--- src/rtl/four_way_request_arbiter_pkg.sv ---
// Shared types and constants for the four-way request arbiter.
// Holds the FSM state enum, the requester count and the index width.
package four_way_arb_pkg;

  localparam int NUM_REQ = 4;
  localparam int IDX_W   = 2;

  typedef enum logic {
    IDLE  = 1'b0,
    GRANT = 1'b1
  } state_e;

endpackage

--- src/rtl/four_way_request_arbiter_if.sv ---
// Request/grant bundle between requesters and the arbiter.
// master: drives req/done; slave: the arbiter, drives the grant side.
interface four_way_request_arbiter_if;
  import four_way_arb_pkg::*;

  logic [NUM_REQ-1:0] req;
  logic               done;
  logic [NUM_REQ-1:0] grant;
  logic [IDX_W-1:0]   grant_idx;
  logic               grant_valid;
  logic               timeout;

  modport master (
    output req,
    output done,
    input  grant,
    input  grant_idx,
    input  grant_valid,
    input  timeout
  );

  modport slave (
    input  req,
    input  done,
    output grant,
    output grant_idx,
    output grant_valid,
    output timeout
  );

endinterface

--- src/rtl/four_way_request_arbiter_prio_enc.sv ---
// 4:2 priority encoder with valid flag; highest set index wins.
// In: req[3:0]. Out: idx[1:0] of winning bit, valid = |req.
module priority_encoder_4to2_valid
  import four_way_arb_pkg::*;
(
  input  logic [NUM_REQ-1:0] req,
  output logic [IDX_W-1:0]   idx,
  output logic               valid
);

  always_comb begin
    idx   = '0;
    valid = |req;
    priority case (1'b1)
      req[3]:  idx = 2'd3;
      req[2]:  idx = 2'd2;
      req[1]:  idx = 2'd1;
      default: idx = 2'd0;
    endcase
  end

endmodule

--- src/rtl/four_way_request_arbiter.sv ---
// Four-way arbiter: registers one winner, holds until done/drop/timeout.
// Ports: clk, reset (sync, active-high), bus (slave: req/done in, grant out).
module four_way_request_arbiter
  import four_way_arb_pkg::*;
#(
  parameter bit          ROUND_ROBIN = 1'b0,
  parameter int unsigned MAX_HOLD    = 8
) (
  input  logic                       clk,
  input  logic                       reset,
  four_way_request_arbiter_if.slave  bus
);

  localparam int CNT_W =
    (MAX_HOLD == 0) ? 1 : $clog2(MAX_HOLD + 1);
  localparam logic [CNT_W-1:0] HOLD_LAST =
    CNT_W'((MAX_HOLD == 0) ? 0 : MAX_HOLD - 1);

  state_e             state_q, state_d;
  logic [CNT_W-1:0]   hold_cnt_q, hold_cnt_d;
  logic [IDX_W-1:0]   last_q, last_d;
  logic [NUM_REQ-1:0] grant_q, grant_d;
  logic [IDX_W-1:0]   grant_idx_q, grant_idx_d;
  logic               grant_valid_q, grant_valid_d;
  logic               timeout_q, timeout_d;

  logic [NUM_REQ-1:0] enc_in;
  logic [IDX_W-1:0]   enc_idx;
  logic [IDX_W-1:0]   win_idx;
  logic               win_valid;
  logic               rel_ext;
  logic               rel_hold;
  logic               rel_any;

  // Round-robin: bit for index last+1 lands on the encoder's top
  // input, so the encoder's "highest wins" becomes "nearest after
  // last wins"; the result is mapped back by win = last - enc_idx.
  always_comb begin
    enc_in = bus.req;
    if (ROUND_ROBIN) begin
      for (int j = 0; j < NUM_REQ; j++) begin
        enc_in[NUM_REQ-1-j] = bus.req[last_q + IDX_W'(j + 1)];
      end
    end
  end

  priority_encoder_4to2_valid u_enc (
    .req   (enc_in),
    .idx   (enc_idx),
    .valid (win_valid)
  );

  assign win_idx = ROUND_ROBIN ? (last_q - enc_idx) : enc_idx;

  // done or a dropped request outranks the hold limit for timeout.
  assign rel_ext  = bus.done | ~bus.req[grant_idx_q];
  assign rel_hold = (MAX_HOLD != 0) && (hold_cnt_q == HOLD_LAST);
  assign rel_any  = rel_ext | rel_hold;

  always_ff @(posedge clk) begin
    if (reset) begin
      state_q       <= IDLE;
      hold_cnt_q    <= '0;
      last_q        <= 2'b11;
      grant_q       <= '0;
      grant_idx_q   <= '0;
      grant_valid_q <= 1'b0;
      timeout_q     <= 1'b0;
    end else begin
      state_q       <= state_d;
      hold_cnt_q    <= hold_cnt_d;
      last_q        <= last_d;
      grant_q       <= grant_d;
      grant_idx_q   <= grant_idx_d;
      grant_valid_q <= grant_valid_d;
      timeout_q     <= timeout_d;
    end
  end

  always_comb begin
    state_d = state_q;
    unique case (state_q)
      IDLE:    if (win_valid) state_d = GRANT;
      GRANT:   if (rel_any)   state_d = IDLE;
      default: state_d = IDLE;
    endcase
  end

  always_comb begin
    hold_cnt_d    = hold_cnt_q;
    last_d        = last_q;
    grant_d       = grant_q;
    grant_idx_d   = grant_idx_q;
    grant_valid_d = grant_valid_q;
    timeout_d     = 1'b0;
    unique case (state_q)
      IDLE: begin
        if (win_valid) begin
          grant_d       = NUM_REQ'(1) << win_idx;
          grant_idx_d   = win_idx;
          grant_valid_d = 1'b1;
          last_d        = win_idx;
          hold_cnt_d    = '0;
        end else begin
          grant_d       = '0;
          grant_valid_d = 1'b0;
        end
      end
      GRANT: begin
        if (rel_any) begin
          grant_d       = '0;
          grant_valid_d = 1'b0;
          timeout_d     = rel_hold & ~rel_ext;
        end else if (MAX_HOLD != 0) begin
          hold_cnt_d = hold_cnt_q + CNT_W'(1);
        end
      end
      default: begin
        grant_d       = '0;
        grant_valid_d = 1'b0;
      end
    endcase
  end

  assign bus.grant       = grant_q;
  assign bus.grant_idx   = grant_idx_q;
  assign bus.grant_valid = grant_valid_q;
  assign bus.timeout     = timeout_q;

endmodule

--- src/flat_wrapper.sv ---
// flat-port wrapper written by rule: the top's interface ports become plain ports
module four_way_request_arbiter_flat import four_way_arb_pkg::*;
#(
  parameter bit          ROUND_ROBIN = 1'b0,
  parameter int unsigned MAX_HOLD    = 8
)
  (clk, reset, bus_req, bus_done, bus_grant, bus_grant_idx, bus_grant_valid, bus_timeout);
  four_way_request_arbiter_if bus_i ();
  input  logic clk;
  input  logic reset;
  input wire logic [$bits(bus_i.req)-1:0] bus_req;
  input wire logic [$bits(bus_i.done)-1:0] bus_done;
  output wire logic [$bits(bus_i.grant)-1:0] bus_grant;
  output wire logic [$bits(bus_i.grant_idx)-1:0] bus_grant_idx;
  output wire logic [$bits(bus_i.grant_valid)-1:0] bus_grant_valid;
  output wire logic [$bits(bus_i.timeout)-1:0] bus_timeout;
  assign bus_i.req = bus_req;
  assign bus_i.done = bus_done;
  assign bus_grant = bus_i.grant;
  assign bus_grant_idx = bus_i.grant_idx;
  assign bus_grant_valid = bus_i.grant_valid;
  assign bus_timeout = bus_i.timeout;
  four_way_request_arbiter #(.ROUND_ROBIN(ROUND_ROBIN), .MAX_HOLD(MAX_HOLD)) u_core (.clk(clk), .reset(reset), .bus(bus_i));
endmodule
--- config.mk ---
export PLATFORM = sky130hd
export DESIGN_NAME = four_way_request_arbiter_flat
export DESIGN_NICKNAME = d
export VERILOG_FILES = /design/src/rtl/four_way_request_arbiter_pkg.sv /design/src/rtl/four_way_request_arbiter_if.sv /design/src/rtl/four_way_request_arbiter_prio_enc.sv /design/src/rtl/four_way_request_arbiter.sv /design/src/flat_wrapper.sv
export SDC_FILE = /design/constraint.sdc
export NUM_CORES = 1
export LEC_CHECK = 0
export ABC_AREA = 1
export CORE_MARGIN = 10
export CORE_UTILIZATION = 45
export CTS_BUF_LIST = sky130_fd_sc_hd__clkbuf_2
export DETAILED_ROUTE_END_ITERATION = 7
export PLACE_DENSITY = 0.78
export SLEW_MARGIN = 20
export SYNTH_ARGS = -nofsm -noshare
export SYNTH_HDL_FRONTEND = slang
export SYNTH_SLANG_ARGS = --single-unit
export TNS_END_PERCENT = 50
--- constraint.sdc ---
create_clock -name clk -period 1.26 [get_ports clk]
set_input_delay 0.252 -clock clk [delete_from_list [all_inputs] [get_ports clk]]
set_output_delay 0.252 -clock clk [all_outputs]
set_load 0.01 [all_outputs]
**Word level (Yosys, flattened, before mapping)**

Cells that the tools add are included.

- Reduce and logical (&&, ||, !) cells: 4
- Magnitude comparators: 1
- Eq/ne operators: 4
- $add $sub $neg: 1
- Bitwise logic cells: 7
- Shift-type cells: 1
- Muxes and demuxes: 16

Operators by type and width:

| operator | number |
|---|---|
| 2-to-1 mux 4 bit | 4 |
| one-hot mux 4 bit (2 select lines) | 2 |
| inequality test 2 bit (second input constant) | 3 |
| 2-to-1 mux 1 bit | 5 |
| adder 4 x 1 -> 4 bit (second input constant) | 1 |
| == test 4 x 3 -> 1 bit (second input constant) | 1 |
| 2-to-1 mux 2 bit | 2 |
| NOT 1 bit | 4 |
| one-hot mux 1 bit (2 select lines) | 2 |
| AND reduction 2 bit | 2 |
| OR reduction 4 bit | 1 |
| << shifter 1 x 2 -> 4 bit (first input constant) | 1 |
| less-than comparator 2 x 3 -> 1 bit (second input constant) | 1 |
| OR reduction 3 bit | 1 |
| binary-select mux 1 bit (select 2 bit) | 1 |
| OR 1 bit | 2 |
| AND 1 bit | 1 |

- Register bits after elaboration: 13
- Word-level logic and storage cells: 40

**Depth between registers and ports, before layout**

Gate-level depths: netlist of run 1.

- Word-level depth: 7
- Depth in mapped cells: 8
- Depth with buffers taken out: 8

**By module**

Synthesis of run 1 repeated with hierarchy kept, for this count alone.

- Cell total of the unflattened synthesis: 88
- Area total of the unflattened synthesis: 685.7 µm²

Modules (own cells, without submodules):

| module | sequential area each (µm²) | times used | area an instance (µm²) | cells each |
|---|---|---|---|---|
| four_way_request_arbiter | 260.2 | 1 | 653.1 | 80 |
| priority_encoder_4to2_valid | 0.0 | 1 | 32.5 | 8 |

**Worst setup path after synthesis of run 1**

No wires, ideal clock.

- Path type: flip-flop to flip-flop
- From: register u_core.hold_cnt_q[0]
- To: register u_core.hold_cnt_q[2]
- Clock period less this slack: 1.274 ns
- Path buffers: 0
- Required time: 1.145 ns
- Slack: -0.014 ns
- Arrival time: 1.159 ns
- Stages on the path, launching flop included: 8
- Cell sequence: dfxtp_1 > ha_1 > nand2_1 > nor2_4 > nor2_4 > nand3_4 > a21oi_1 > nor2_1

- Cells in the longest elaborated chain, start to end: 4
- Elaborated cells on any way between the ends: 7
- Classes of those cells: add/sub: 1; eq/ne: 2; mux: 2; bitwise: 1; reduce/logical: 1

RTL lines:

| element | line | RTL |
|---|---|---|
| from (decl) | four_way_request_arbiter.sv:20 | `logic [CNT_W-1:0] hold_cnt_q, hold_cnt_d;` |
| from (signal assigned) | four_way_request_arbiter.sv:71 | `hold_cnt_q <= hold_cnt_d;` |
| branches (longest 4 deep; another with adder 4 x 1 -> 4 bit) | - |  |

Parallel ways; which one is timed is not known. The select of a mux whose other input is x is not followed.
A chain may end at the register's enable or synchronous reset.

**Final worst setup path of run 1**

- From: register u_core.hold_cnt_q[0]
- To: register u_core.grant_q[1] (netlist: u_core.bus.grant[1])

- Cells in the longest elaborated chain, start to end: 3

RTL lines:

| element | line | RTL |
|---|---|---|
| == test 4 x 3 -> 1 bit | four_way_request_arbiter.sv:57 | `assign rel_hold = (MAX_HOLD != 0) && (hold_cnt_q == HOLD_LAST);` |
| OR 1 bit | four_way_request_arbiter.sv:58 | `assign rel_any = rel_ext \| rel_hold;` |
| inequality test 2 bit (no source line) | - |  |
| to (signal assigned) | four_way_request_arbiter.sv:73 | `grant_q <= grant_d;` |
| to (decl) | four_way_request_arbiter.sv:22 | `logic [NUM_REQ-1:0] grant_q, grant_d;` |

No other way between the ends.

==> results of run 1 <==
-- metrics by stage --
step                hold WS, ps  cells  TNS, ps  power [uW]
floorplan                   398     88        0         602
detailed placement          442    131    -2760         738
global placement            440    131    -2230         730
CTS                         459    135    -16.9         949
global route                433    135     -582        1010
finish                      418    135        0         958
-- repair_timing --
action                     in CTS  in global routing
setup endpoints to repair      14                 11
pin swaps                       1                  9
resized for setup              12                 10
-- cells by family (layout without fill, tap and decap cells) --
logic type               count (synthesis)  count (layout)
AND/OR/NAND/NOR                         45              45
buffers and inverters                   15              46
AO/OA/AOI/OAI                           14              14
flip-flops                              13              13
adder cells (fa/ha/maj)                  1               1
-- critical path: stages (launching register included) --
cell and delay, ps:
dfxtp_2 360, ha_4 170, nand2_4 70, nor2_4 40, nor2_4 170, buf_6 130, nand4_1 100, a21oi_1 140
-- state kept, by name, summed over array words and instances (netlist names) --
| register | flops |
|---|---|
| u_core.bus.grant | 4 |
| u_core.bus.grant_idx | 2 |
| u_core.bus.grant_valid | 1 |
| u_core.bus.timeout | 1 |
| u_core.hold_cnt_q | 4 |
| u_core.state_q | 1 |
-- power by group through the flow --
stage | sequential [uW] | combinational (uW) | clock, uW
2_1_floorplan | 469 | 133 | 0
3_3_place_gp | 464 | 266 | 0
4_1_cts | 457 | 268 | 224
5_1_grt | 463 | 303 | 246
3_5_place_dp | 465 | 273 | 0
6_report | 460 | 276 | 223
-- routing by layer --
metal	wire length, um	part of all wire (%)
met5	0	0
met4	38	2.0
met3	77	4.0
met2	1020	54
met1	765	40
-- cell type report --
type	count	area share, %
Inverter	14	5.16
Tap cell	16	1.97
Sequential cell	13	26.0
Multi-Input combinational cell	60	39.7
Clock buffer	4	1.97
Timing Repair Buffer	28	25.2
-- path summary, 6_finish.rpt --
check,startpoint,end,cells after the start
max,u_core.hold_cnt_q[0],u_core.bus.grant[1],7
min,bus_req[2],u_core.bus.grant[2],4
max reg2reg,u_core.hold_cnt_q[0],u_core.bus.grant[1],7
min reg2reg,u_core.bus.grant_valid,u_core.bus.grant_valid,2
-- cell usage in the layout, fill, tap and decap left out --
cell,instances
nand2_1,14
buf_4,12
inv_1,10
dfxtp_1,9
dlygate4sd2_1,8
nand4_1,7
nor2_1,6
nand2_2,5
a21oi_2,5
a21oi_1,5
nand3_1,5
inv_2,4
clkbuf_2,4
clkdlybuf4s50_1,4
dfxtp_2,4
nand2_4,3
nand3_2,2
nor2_4,2
dlymetal6s2s_1,2
o21ai_4,1
nand3_4,1
o21ai_0,1
a211oi_2,1
o21bai_1,1
ha_4,1
buf_6,1
buf_12,1
==> run summary, run 1 <==
status = finished, final reports clean
# nets final = 128
DRC Markers = 0
Ys Warns = 0
Rel. slew slack = 84.8%
Simple-Gate Fraction of Synth Area = 37.0%
detailed-router iteration count before antenna repair = 4
via count = 712
vias in the first global route = 768
largest family of logic cells by synthesized area = simple AND/OR/NAND/NOR gates
synth unique cells = 20
Via density = 5.27
Worst EP required = 1460 ps
Die ar. = 3490 um2
worst setup path class = reg -> reg
Sw Share = 32.0%
sequential share of power = 48.0%
PwrDens = 941 nW/um2
Horiz. Die Dim = 59.0 um
Synth area leaders = dfxtp_1, nand2_1, nand4_1
WL final = 1900 um
gr usage total = 11.5%
IO Port Bufs = 14
Worst Setup End Kind = flip-flop
TritonCTS Sinks = 13
Fin. Hold Viols = 0
Startpoint Class = flip-flop
ANT cells = 0
io pins = 15
CTS Hold Bufs = 0
DP Worst Slack = -248 ps
Root Buffer = clkbuf_2
met3 Track Usage GR = 3.65%
clock share of power = 23.2%
Wirelength per Cell = 14.1 um
register area = 265 um2
share of cells above drive strength 1 = 39.5%
worst min-delay path category = in -> reg
most frequent cell after synthesis = nand2_1
Synth Net Count = 96
Adder-Cell Fraction of Synth Area = 1.82%
clk_skew = 4.58 ps
max cap viols = 0
P_sw = 306 uW
Synth top area share = 38.0%
Logic pwr share = 28.8%
Mapped Avg Cell Area = 7.79 um2
initial antenna violation count = 0
fin area = 1020 um2
RSZ-0062 raised after global routing = yes
Final min period = 1250 ps
worst skew pair latency = 270 ps
first-pass GRT wire length = 3200 um
CTS Buffer Depth = 2
P&R area growth vs syn = 48.5%
Static Leak = 0.000494 uW
met2 GRT Util = 20.0%
Arrival @ worst endpoint = 1450 ps
final setup margin = 11.0 ps
Final setup viols = 0
chip height = 59.0 um
multiplexer area fraction after synthesis = 0%
Synth area leader = dfxtp_1
Setup Fix Bufs, Post-CTS = 0
synthesized cell area = 686 um2
top post-synthesis cells by count = nand2_1, dfxtp_1, inv_1, a21oi_1, nand4_1
CTS tree = yes
Most Crowded Layer GR = met2
total gr overflow = 0
GRT met1 Usage = 11.9%
floorplan core area = 1470 um2
Starting Density = 46.6%
Final GP Congestion = 0.814
internal power = 652 uW
Reg clk slew, reported paths = 130 ps
filler cell count = 129
DRT antenna net count = 0
worst slew pin tran = 228 ps
worst-path fanout max = 4
Tcrit/Tclk final = 99.1%
fin util = 69.2%
sequential area share after synthesis = 38.0%
register bit total from synthesis = 13
peak supply drop = 0.625 mV
Top FF cell, synth = dfxtp_1
H-Tree Depth = 1
row cnt = 14
largest net degree at the start of global routing = 8
DP HPWL = 1430 um
area of the multi-input gates = 404 um2
Area after DPL = 965 um2
Max Fclk = 801 MHz
initial drt markers = 11
Syn Inst Count = 88
CTS Buf Count = 3
EDFF count, synth = 0
compound-cell area share of the yosys netlist = 14.4%
post-synthesis xor/xnor area fraction = 0%
Synth async-reset ratio = 0%
flop2flop setup slack = 10 ps
Slew Limit Fails = 0
Power figures use the tool's default switching activity.
==> run 2: changes to the inputs <==
--- a/config.mk
+++ b/config.mk
@@ -6,11 +6,12 @@
 export NUM_CORES = 1
 export LEC_CHECK = 0
 export ABC_AREA = 1
+export CAP_MARGIN = 20
 export CORE_MARGIN = 10
 export CORE_UTILIZATION = 45
 export CTS_BUF_LIST = sky130_fd_sc_hd__clkbuf_2
 export DETAILED_ROUTE_END_ITERATION = 7
-export PLACE_DENSITY = 0.78
+export PLACE_DENSITY = 0.84
 export SLEW_MARGIN = 20
 export SYNTH_ARGS = -nofsm -noshare
 export SYNTH_HDL_FRONTEND = slang
==> run summary, run 2 (same netlist as run 1, synthesis figures left out) <==
status = complete, but fails checks (was finished, final reports clean)
violated checks = setup timing
worst path bufs/invs = 3 (was 1)
worst-path fanout max = 5 (was 4)
WL final = 1840 um (was 1900 um)
Final setup viols = 2 (was 0)
Tcrit/Tclk final = 102% (was 99.1%)
DP HPWL = 1450 um (was 1430 um)
DP Worst Slack = -300 ps (was -248 ps)
detailed-router iteration count before antenna repair = 4 (unchanged)
floorplan core area = 1470 um2 (unchanged)
crit-path max cell delay = 490 ps (was 360 ps)
Static Leak = 0.000504 uW (was 0.000494 uW)
worst min-delay path category = in -> reg (unchanged)
ANT cells = 0 (unchanged)
Horiz. Die Dim = 59.0 um (unchanged)
P&R area growth vs syn = 51.6% (was 48.5%)
sequential share of power = 47.4% (was 48.0%)
worst setup path class = in -> reg (was reg -> reg)
internal power = 658 uW (was 652 uW)
Sw Share = 32.1% (was 32.0%)
Startpoint Class = input port (was flip-flop)
fin area = 1040 um2 (was 1020 um2)
CTS Hold Bufs = 0 (unchanged)
Fin. Hold Viols = 0 (unchanged)
initial antenna violation count = 0 (unchanged)
Slowest-stage cell, CP = clkdlybuf4s50_1 (was dfxtp_2)
DRT antenna net count = 0 (unchanged)
CP delay by family, top = buffers and inverters (was simple AND/OR/NAND/NOR gates)
Slew Limit Fails = 0 (unchanged)
worst skew pair latency = 280 ps (was 270 ps)
total gr overflow = 0 (unchanged)
filler cell count = 116 (was 129)
via count = 719 (was 712)
initial drt markers = 21 (was 11)
CTS Buffer Depth = 2 (unchanged)
largest net degree at the start of global routing = 8 (unchanged)
PwrDens = 931 nW/um2 (was 941 nW/um2)
chip height = 59.0 um (unchanged)
H-Tree Depth = 1 (unchanged)
share of cells above drive strength 1 = 38.5% (was 39.5%)
RSZ-0062 raised after global routing = yes (unchanged)
Root Buffer = clkbuf_2 (unchanged)
Logic pwr share = 29.3% (was 28.8%)
Wirelength per Cell = 13.4 um (was 14.1 um)
DRC Markers = 0 (unchanged)
worst slew pin tran = 224 ps (was 228 ps)
Starting Density = 46.6% (unchanged)
Worst Setup End Kind = flip-flop (unchanged)
Via density = 5.21 (was 5.27)
Area after DPL = 965 um2 (unchanged)
CTS Buf Count = 3 (unchanged)
most common cell after layout, fill and taps aside = nand2_1 (unchanged)
Die ar. = 3490 um2 (unchanged)
final setup margin = -25.1 ps (was 11.0 ps)
max cap viols = 0 (unchanged)
critical path cell sequence = clkdlybuf4s50_1 > inv_2 > nand2_1 > nand3_2 > nand2_4 > buf_4 > nand4_1 > a21oi_2 (was ha_4 > nand2_4 > nor2_4 > nor2_4 > buf_6 > nand4_1 > a21oi_1)
Fin Hold WS = 441 ps (was 418 ps)
Rel. slew slack = 85.0% (was 84.8%)
io pins = 15 (unchanged)
fin util = 70.7% (was 69.2%)
Max Fclk = 778 MHz (was 801 MHz)
Arrival @ worst endpoint = 1510 ps (was 1450 ps)
gr usage total = 10.9% (was 11.5%)
row cnt = 14 (unchanged)
P_sw = 311 uW (was 306 uW)
clock share of power = 23.3% (was 23.2%)
Final min period = 1290 ps (was 1250 ps)
CTS tree = yes (unchanged)
total negative setup slack = -27.1 ps (was 0 ps)
# nets final = 131 (was 128)
clk_skew = 4.76 ps (was 4.58 ps)
Reg clk slew, reported paths = 130 ps (about the same)
first-pass GRT wire length = 2920 um (was 3200 um)
Final GP Congestion = 0.808 (was 0.814)
peak supply drop = 0.874 mV (was 0.625 mV)
vias in the first global route = 739 (was 768)
IO Port Bufs = 14 (unchanged)
most frequent cells in the layout = nand2_1, buf_4, inv_1, dfxtp_1, dlygate4sd2_1 (was nand2_1, buf_4, inv_1)
Worst EP required = 1480 ps (was 1460 ps)
TritonCTS Sinks = 13 (unchanged)
[run 2: cell types whose count changed in the layout (fill, tap and decap cells not counted), sizes merged]
| cell | before | now |
|---|---|---|
| clkdlybuf4s50 | 4 | 5 |
| buf | 14 | 17 |
| dlymetal6s2s | 2 | 1 |
[run 2: repair_timing]
item | in CTS | in global routing
endpoints found under the setup margin | 14 | 10
pin swaps | 1 | 5
setup buffers | 0 | 3
gates resized for setup | 13 | 6
[run 2: path summary, 6_finish.rpt]
path / start / endpoint / slack [ps] / cells after the start
setup / recovery: bus_req[2] / u_core.bus.grant[1] / -30 / 8
hold / removal: bus_req[3] / u_core.bus.grant_idx[1] / 440 / 5
setup reg to reg: u_core.hold_cnt_q[1] / u_core.bus.grant[1] / -20 / 7
hold reg to reg: u_core.bus.grant_valid / u_core.bus.grant_valid / 450 / 2
[run 2: worst min-delay path: stages]
cell and delay (ps):
dlymetal6s2s_1 160, inv_2 100, nand2_2 70, nand2_1 60, a21oi_1 60
[run 2: final cells by class]
cell class | count | area [um2] | area share (%)
multi-input cells | 60 | 407 | 39.1
repair buffers | 31 | 277 | 26.6
flip-flops and latches | 13 | 264 | 25.4
inverters | 14 | 52.6 | 5.05
clock buffers | 4 | 20.0 | 1.93
well taps | 16 | 20.0 | 1.93
[run 2: per-stage QoR]
step | power [uW] | cells
2_1_floorplan | 602 | 88
3_3_place_gp | 729 | 131
6_report | 969 | 138
4_1_cts | 957 | 135
3_5_place_dp | 741 | 131
5_1_grt | 1010 | 138
[run 2: power groups by stage]
stage          sequential [uW]  combinational, uW  clock [uW]
4_1_cts                    457                271         230
3_5_place_dp               465                276           0
5_1_grt                    463                309         244
2_1_floorplan              469                133           0
6_report                   459                284         225
3_3_place_gp               464                265           0
[run 2: per-layer routing]
| metal | part of all wire (%) | global-route usage (%) |
|---|---|---|
| met4 | 3.4 | 7.54 |
| met5 | 0 | 0 |
| met3 | 5.0 | 4.29 |
| met2 | 51 | 18.8 |
| met1 | 40 | 10.2 |
